### config.mk
export PLATFORM = sky130hd
export DESIGN_NAME = sram_fifo_ctrl
export DESIGN_NICKNAME = d
export VERILOG_FILES = /design/src/rtl/sram_pkg.sv /design/src/rtl/sram_fifo_ptr.sv /design/src/rtl/sram_fifo_ctrl.sv
export SDC_FILE = /design/constraint.sdc
export NUM_CORES = 1
export LEC_CHECK = 0
export CORE_ASPECT_RATIO = 0.75
export CORE_MARGIN = 8
export CORE_UTILIZATION = 30
export DETAILED_ROUTE_END_ITERATION = 10
export SYNTH_ARGS = -nofsm -noshare
export SYNTH_HDL_FRONTEND = slang
export SYNTH_SLANG_ARGS = --single-unit
### constraint.sdc
create_clock -name clk -period 3.2 [get_ports clk]
set_input_delay 0.96 -clock clk [delete_from_list [all_inputs] [get_ports clk]]
set_output_delay 0.96 -clock clk [all_outputs]
set_load 0.01 [all_outputs]
### src/rtl/sram_pkg.sv
// ============================================================================
// Module      : sram_pkg
// Description : Shared defaults and helpers for the SRAM FIFO controller.
// Revision    : 1.0 - initial release
// ============================================================================
`default_nettype none

package sram_pkg;

  localparam int DEF_RAM_WIDTH = 8;
  localparam int DEF_RAM_DEPTH = 64;
  localparam int DEF_ADDR_SIZE = 8;

  // Width of an occupancy counter able to hold 0..depth inclusive
  function automatic int COUNT_W(input int depth);
    return $clog2(depth + 1);
  endfunction

endpackage

`default_nettype wire

### src/rtl/sram_fifo_ptr.sv
// ============================================================================
// Module      : sram_fifo_ptr
// Description : Address pointer that advances on inc and wraps from
//               RAM_DEPTH-1 back to 0 by explicit compare, so non power-of-2
//               depths work.
// Revision    : 1.0 - initial release
// ============================================================================
`default_nettype none

module sram_fifo_ptr
  import sram_pkg::*;
#(
  parameter int ADDR_SIZE = DEF_ADDR_SIZE,
  parameter int RAM_DEPTH = DEF_RAM_DEPTH
) (
  input  logic                 clk,
  input  logic                 reset,
  input  logic                 inc,
  output logic [ADDR_SIZE-1:0] ptr
);

  localparam logic [ADDR_SIZE-1:0] LAST = ADDR_SIZE'(RAM_DEPTH - 1);

  logic [ADDR_SIZE-1:0] ptr_d;
  logic [ADDR_SIZE-1:0] ptr_q;

  // Next pointer: hold, increment, or wrap at the last valid entry
  always_comb begin
    ptr_d = ptr_q;
    if (inc) begin
      if (ptr_q == LAST) ptr_d = '0;
      else               ptr_d = ptr_q + 1'b1;
    end
  end

  // Pointer register
  always_ff @(posedge clk or posedge reset) begin
    if (reset) ptr_q <= '0;
    else       ptr_q <= ptr_d;
  end

  assign ptr = ptr_q;

endmodule

`default_nettype wire

### src/rtl/sram_fifo_ctrl.sv
// ============================================================================
// Module      : sram_fifo_ctrl
// Description : FIFO controller driving an external dual-port SRAM. Port A
//               writes, port B reads (one-cycle synchronous). Provides
//               registered occupancy flags, a count and sticky error flags.
// Revision    : 1.0 - initial release
// ============================================================================
`default_nettype none

module sram_fifo_ctrl
  import sram_pkg::*;
#(
  parameter int RAM_WIDTH = DEF_RAM_WIDTH,
  parameter int RAM_DEPTH = DEF_RAM_DEPTH,
  parameter int ADDR_SIZE = DEF_ADDR_SIZE,
  parameter int AF_LEVEL  = 60,
  parameter int AE_LEVEL  = 4
) (
  input  logic                             clk,
  input  logic                             reset,
  input  logic                             wr_en,
  input  logic [RAM_WIDTH-1:0]             wr_data,
  input  logic                             rd_en,
  output logic [RAM_WIDTH-1:0]             rd_data,
  output logic                             rd_valid,
  output logic                             full,
  output logic                             empty,
  output logic                             almost_full,
  output logic                             almost_empty,
  output logic [COUNT_W(RAM_DEPTH)-1:0]    count,
  output logic                             overflow,
  output logic                             underflow,
  output logic [RAM_WIDTH-1:0]             sram_data_A,
  output logic [ADDR_SIZE-1:0]             sram_addr_A,
  output logic                             sram_rwenable_A,
  output logic [RAM_WIDTH-1:0]             sram_data_B,
  output logic [ADDR_SIZE-1:0]             sram_addr_B,
  output logic                             sram_rwenable_B,
  input  logic [RAM_WIDTH-1:0]             sram_outputData_B
);

  localparam int CW = COUNT_W(RAM_DEPTH);

  logic                 wr_acc;
  logic                 rd_acc;
  logic [ADDR_SIZE-1:0] wr_ptr;
  logic [ADDR_SIZE-1:0] rd_ptr;

  logic [CW-1:0] count_d,        count_q;
  logic          full_d,         full_q;
  logic          empty_d,        empty_q;
  logic          almost_full_d,  almost_full_q;
  logic          almost_empty_d, almost_empty_q;
  logic          rd_valid_d,     rd_valid_q;
  logic          overflow_d,     overflow_q;
  logic          underflow_d,    underflow_q;

  // Accepts are gated by the registered flags so a rejected request never
  // touches the pointers, the count or the SRAM ports.
  assign wr_acc = wr_en & ~full_q;
  assign rd_acc = rd_en & ~empty_q;

  sram_fifo_ptr #(
    .ADDR_SIZE (ADDR_SIZE),
    .RAM_DEPTH (RAM_DEPTH)
  ) u_wr_ptr (
    .clk   (clk),
    .reset (reset),
    .inc   (wr_acc),
    .ptr   (wr_ptr)
  );

  sram_fifo_ptr #(
    .ADDR_SIZE (ADDR_SIZE),
    .RAM_DEPTH (RAM_DEPTH)
  ) u_rd_ptr (
    .clk   (clk),
    .reset (reset),
    .inc   (rd_acc),
    .ptr   (rd_ptr)
  );

  // Next count, flags derived from the next count, and sticky error flags
  always_comb begin
    count_d = count_q;
    case ({wr_acc, rd_acc})
      2'b10:   count_d = count_q + 1'b1;
      2'b01:   count_d = count_q - 1'b1;
      default: count_d = count_q;
    endcase
    full_d         = (count_d == CW'(RAM_DEPTH));
    empty_d        = (count_d == '0);
    almost_full_d  = (int'(count_d) >= AF_LEVEL);
    almost_empty_d = (int'(count_d) <= AE_LEVEL);
    rd_valid_d     = rd_acc;
    overflow_d     = overflow_q  | (wr_en & full_q);
    underflow_d    = underflow_q | (rd_en & empty_q);
  end

  // State registers; reset also kills any read in flight
  always_ff @(posedge clk or posedge reset) begin
    if (reset) begin
      count_q        <= '0;
      full_q         <= 1'b0;
      empty_q        <= 1'b1;
      almost_full_q  <= 1'b0;
      almost_empty_q <= 1'b1;
      rd_valid_q     <= 1'b0;
      overflow_q     <= 1'b0;
      underflow_q    <= 1'b0;
    end else begin
      count_q        <= count_d;
      full_q         <= full_d;
      empty_q        <= empty_d;
      almost_full_q  <= almost_full_d;
      almost_empty_q <= almost_empty_d;
      rd_valid_q     <= rd_valid_d;
      overflow_q     <= overflow_d;
      underflow_q    <= underflow_d;
    end
  end

  assign sram_rwenable_A = wr_acc;
  assign sram_addr_A     = wr_ptr;
  assign sram_data_A     = wr_data;
  assign sram_rwenable_B = 1'b0;
  assign sram_addr_B     = rd_ptr;
  assign sram_data_B     = '0;

  assign rd_data      = sram_outputData_B;
  assign rd_valid     = rd_valid_q;
  assign count        = count_q;
  assign full         = full_q;
  assign empty        = empty_q;
  assign almost_full  = almost_full_q;
  assign almost_empty = almost_empty_q;
  assign overflow     = overflow_q;
  assign underflow    = underflow_q;

endmodule

`default_nettype wire

==> metrics.md, run 1 <==
| Metric | Value |
|---|---|
| Most common library cells after synthesis | 28 x dfrtp_1, 26 x buf_4, 12 x nand2_1 |
| Share of synthesized flip-flops with an asynchronous set or reset | 100.0% |
| Number of instances in the synthesized netlist | 208 |
| Total stage count of the critical path | 10 |
| Period minus WS final | 3.130 ns |
| Final net count | about 270 |
| Detailed-route wire length | 4806 µm |
| Setup crit end kind | flop |
| CORE AREA | 0.006319 mm² |
| Wire length of the first global-routing pass | 7555 µm |
| Max Clock Freq | 319.5 MHz |
| Slew at the pin closest to its max-slew limit | 0.5223 ns |
| First-pass iteration count of the detailed router | 4 |
| Routed vias/inst | 4.895 |
| Largest area contributor in the synthesized netlist | dfrtp_1 |
| Crit Path Class | input port to flop |
| Antenna Diode Count | 0 |
| Synth Register Bits | 30 |
| Placed instance count | ~320 |
| Antenna viol nets, final | 0 |
| Drt drc | 0 |
| Largest net degree at the start of global routing | 31 |
| Later-pin clock latency in the skew report | 0.28 ns |
| Critical path's top delay family | compound AO/OA/AOI/OAI gates |
| Number of maximum-capacitance constraint violations | 0 |
| Number of flops mapped to enable cells by yosys | 0 |
| Deepest clock path buffer count | 2 |
| Clk sinks | 30 |
| Total die area | 0.009425 mm² |
| Per-instance average area after synthesis | approximately 9.5 µm² |
| Highest ir drop seen on vdd | between 0.6 and 0.7 mV |
| Synthesized cell area | 0.001966 mm² |
| Buffer and inverter count on the worst path | 1 |
| Worst slew margin | 64.86% |
| Initial antenna violation count | 0 |
| Std cell rows | 25 |
| Initial core utilization | 31.11% |
| Period utilisation layout | around 98% |
| Crit path cell chain | clkdlybuf4s50_1 -> nand2b_4 -> nand2_2 -> xnor2_1 -> ha_2 -> nor4_2 -> o41a_1 -> a211oi_2 -> xor2_2 -> nor4b_2 |
| Filler cells | 639 |
| Count of final max-slew check failures | 0 |
| Routed wire per std cell | 14.88 µm |
| CP max-delay cell | clkdlybuf4s50_1 |
| Die outline height | 86.10 µm |
| Overall power of the completed layout | 2349 µW |
| Clock tree from TritonCTS | done |
| Count leader, synth | dfrtp_1 |
| Synth top area share | 35.65% |
| Horizontal die dimension | about 110 µm |
| GRT Util Overall | 10.05% |
| Crit path max fanout | 5 |
| Ranking of synthesized cells by area | dfrtp_1 36%, buf_4 9.9%, xnor2_1 4.9% |
| Layout cell share with drive strength beyond 1 | around 21% |
| Number of standard cells in the final layout excluding fillers | approximately 320 |
| Vias in the first global route | 1546 |
| Setup clock skew after layout | 0.003840 ns |
| Ratio of total power to cell area | 944.3 mW/mm² |
| Arr. time, crit path | between 3 and 4 ns |
| I/O pins | 76 |
| Count of cell types in the netlist | 53 |
| Reported leakage power | 0.001029 µW |
| R2R cell count | 11 |
| Violation count after the first detailed-routing iteration | 96 |
| Cell count of the worst hold path | 1 |
| Required time of the critical path | around 3.4 ns |
| Worst hold-check path type | flop to flop |
| Overflow after GRT | 0 |
| HPWL Detailed | 3509 µm |
| Sequential-to-total area share from yosys stat | between 30% and 40% |
| Setup Fix Bufs, Post-CTS | 0 |
| CP Launch Type | input port |
| H-tree depth reported by CTS | 2 |
| Total of warnings raised by yosys | 0 |
| Hold-fix buffers at CTS | 0 |
| Area growth from synthesis to layout | 26.54% |
| Port buffer count | 34 |
| Commonest register cell after synthesis | dfrtp_1 |
| Largest stage delay, worst path | 0.53 ns |
| Number of hold-slack violations in the final timing report | 0 |
| Total vias in the final route | 1581 |
| Setup-violating endpoint count in the final report | 0 |
| Cell chosen for the clock root | clkbuf_8 |
| RePlAce Congestion | 0.8408 |
| CTS Buf Count | 5 |
| Clock transition at path regs | 0.07 ns |
| Status | completed |
## per-stage QoR
| stage | utilization [%] | worst slack [ns] | area [µm²] | hold WS (ns) | setup TNS (ns) |
|---|---|---|---|---|---|
| after floorplan | - | 0.1807 | 1996 | 0.4932 | 0 |
| after global placement | 37.13 | -0.1808 | 2346 | 0.4400 | -0.7122 |
| after detailed placement | 37.13 | -0.2709 | 2346 | 0.4429 | -1.111 |
| after CTS | 38.83 | 0.02604 | 2454 | 0.4575 | 0 |
| after global routing | 39.37 | -0.008007 | 2487 | 0.4843 | -0.008007 |
| final | 39.37 | 0.06999 | 2487 | 0.4512 | 0 |
## timing repair
item,4_1_cts,5_1_grt
resized for setup,1,9
gates cloned,0,0
pin swaps,0,4
endpoints found under the setup margin,1,4
## kinds of logic after synthesis
kind of cell | Yosys count | synth area share, %
multiplexers | 1 | 0.5728
AO/OA/AOI/OAI | 45 | 16.61
XOR/XNOR | 16 | 7.893
AND/OR/NAND/NOR | 64 | 18.97
buffers and inverters | 47 | 14.90
flip-flops | 30 | 38.32
other | 1 | 0.1908
adder cells (fa/ha/maj) | 4 | 2.546
## metal layers
metal,global-route usage (%),vias to the layer above,part of all wire (%)
li1,-,770,-
met3,4.195,2,8.8
met5,0,-,0
met1,13.05,760,47
met4,2.567,0,0.62
met2,14.92,49,43
## placed cells by master (no fill, tap or decap), types with 6 or more instances in the layout
| cell type | netlist | layout |
|---|---|---|
| nand3_1 | 9 | 9 |
| conb_1 | 1 | 9 |
| nor3_1 | 8 | 8 |
| inv_1 | 7 | 7 |
| xnor2_1 | 11 | 11 |
| nand2_1 | 12 | 12 |
| dfrtp_1 | 28 | 28 |
| nor4_1 | 8 | 6 |
| a21oi_1 | 9 | 8 |
| buf_4 | 26 | 22 |
| o21ai_0 | 9 | 9 |
| clkdlybuf4s50_1 | 0 | 32 |
| nor2_1 | 6 | 6 |
## report_power, final
part           total, µW  internal (µW)  leakage (µW)  switching, µW
clock network        374            229     0.0000579            145
registers            780            532      0.000359            248
logic               1190            643      0.000612            551
total               2350           1400       0.00103            944
## worst reg2reg max path, stage by stage (launching register included)
cell	delay (ns)
dfstp_2	0.55
nand2b_4	0.14
buf_4	0.11
inv_1	0.03
ha_1	0.20
buf_4	0.18
nand3b_1	0.16
a22oi_1	0.15
a21oi_1	0.09
a211oi_2	0.31
xor2_2	0.27
nor4b_2	0.25
## worst paths after layout
check	to	slack, ns	startpoint
worst max-delay path	full	0.07	wr_en
worst min-delay path	underflow	0.45	underflow
worst max register to register	full	0.68	empty
worst min register to register	underflow	0.45	underflow
max in group asynchronous	empty	1.80	reset
min in group asynchronous	rd_valid	1.08	reset
## state kept, by name (all words and copies together) (netlist names)
name,cells
almost_empty,1
almost_full,1
count,7
empty,1
full,1
overflow,1
rd_valid,1
u_rd_ptr.ptr,8
u_wr_ptr.ptr,8
underflow,1
## layout make-up
class	count	area, µm²	area share (%)
multi-input combinational	139	980.9	39.44
sequential	30	753.2	30.28
timing repair buffer	56	506.7	20.37
tap	81	101.3	4.074
clock buffer	5	68.82	2.767
clock inverter	3	40.04	1.610
inverter	9	36.28	1.459
Note: power is estimated with default switching activity, not from simulation.
==> run 2: changes to the inputs <==
HOLD_SLACK_MARGIN = 0.12   (was unset)
SLEW_MARGIN = 20   (was unset)
==> results of run 2 <==
Same layout as run 1: the final DEF is identical, and so are final timing and power.
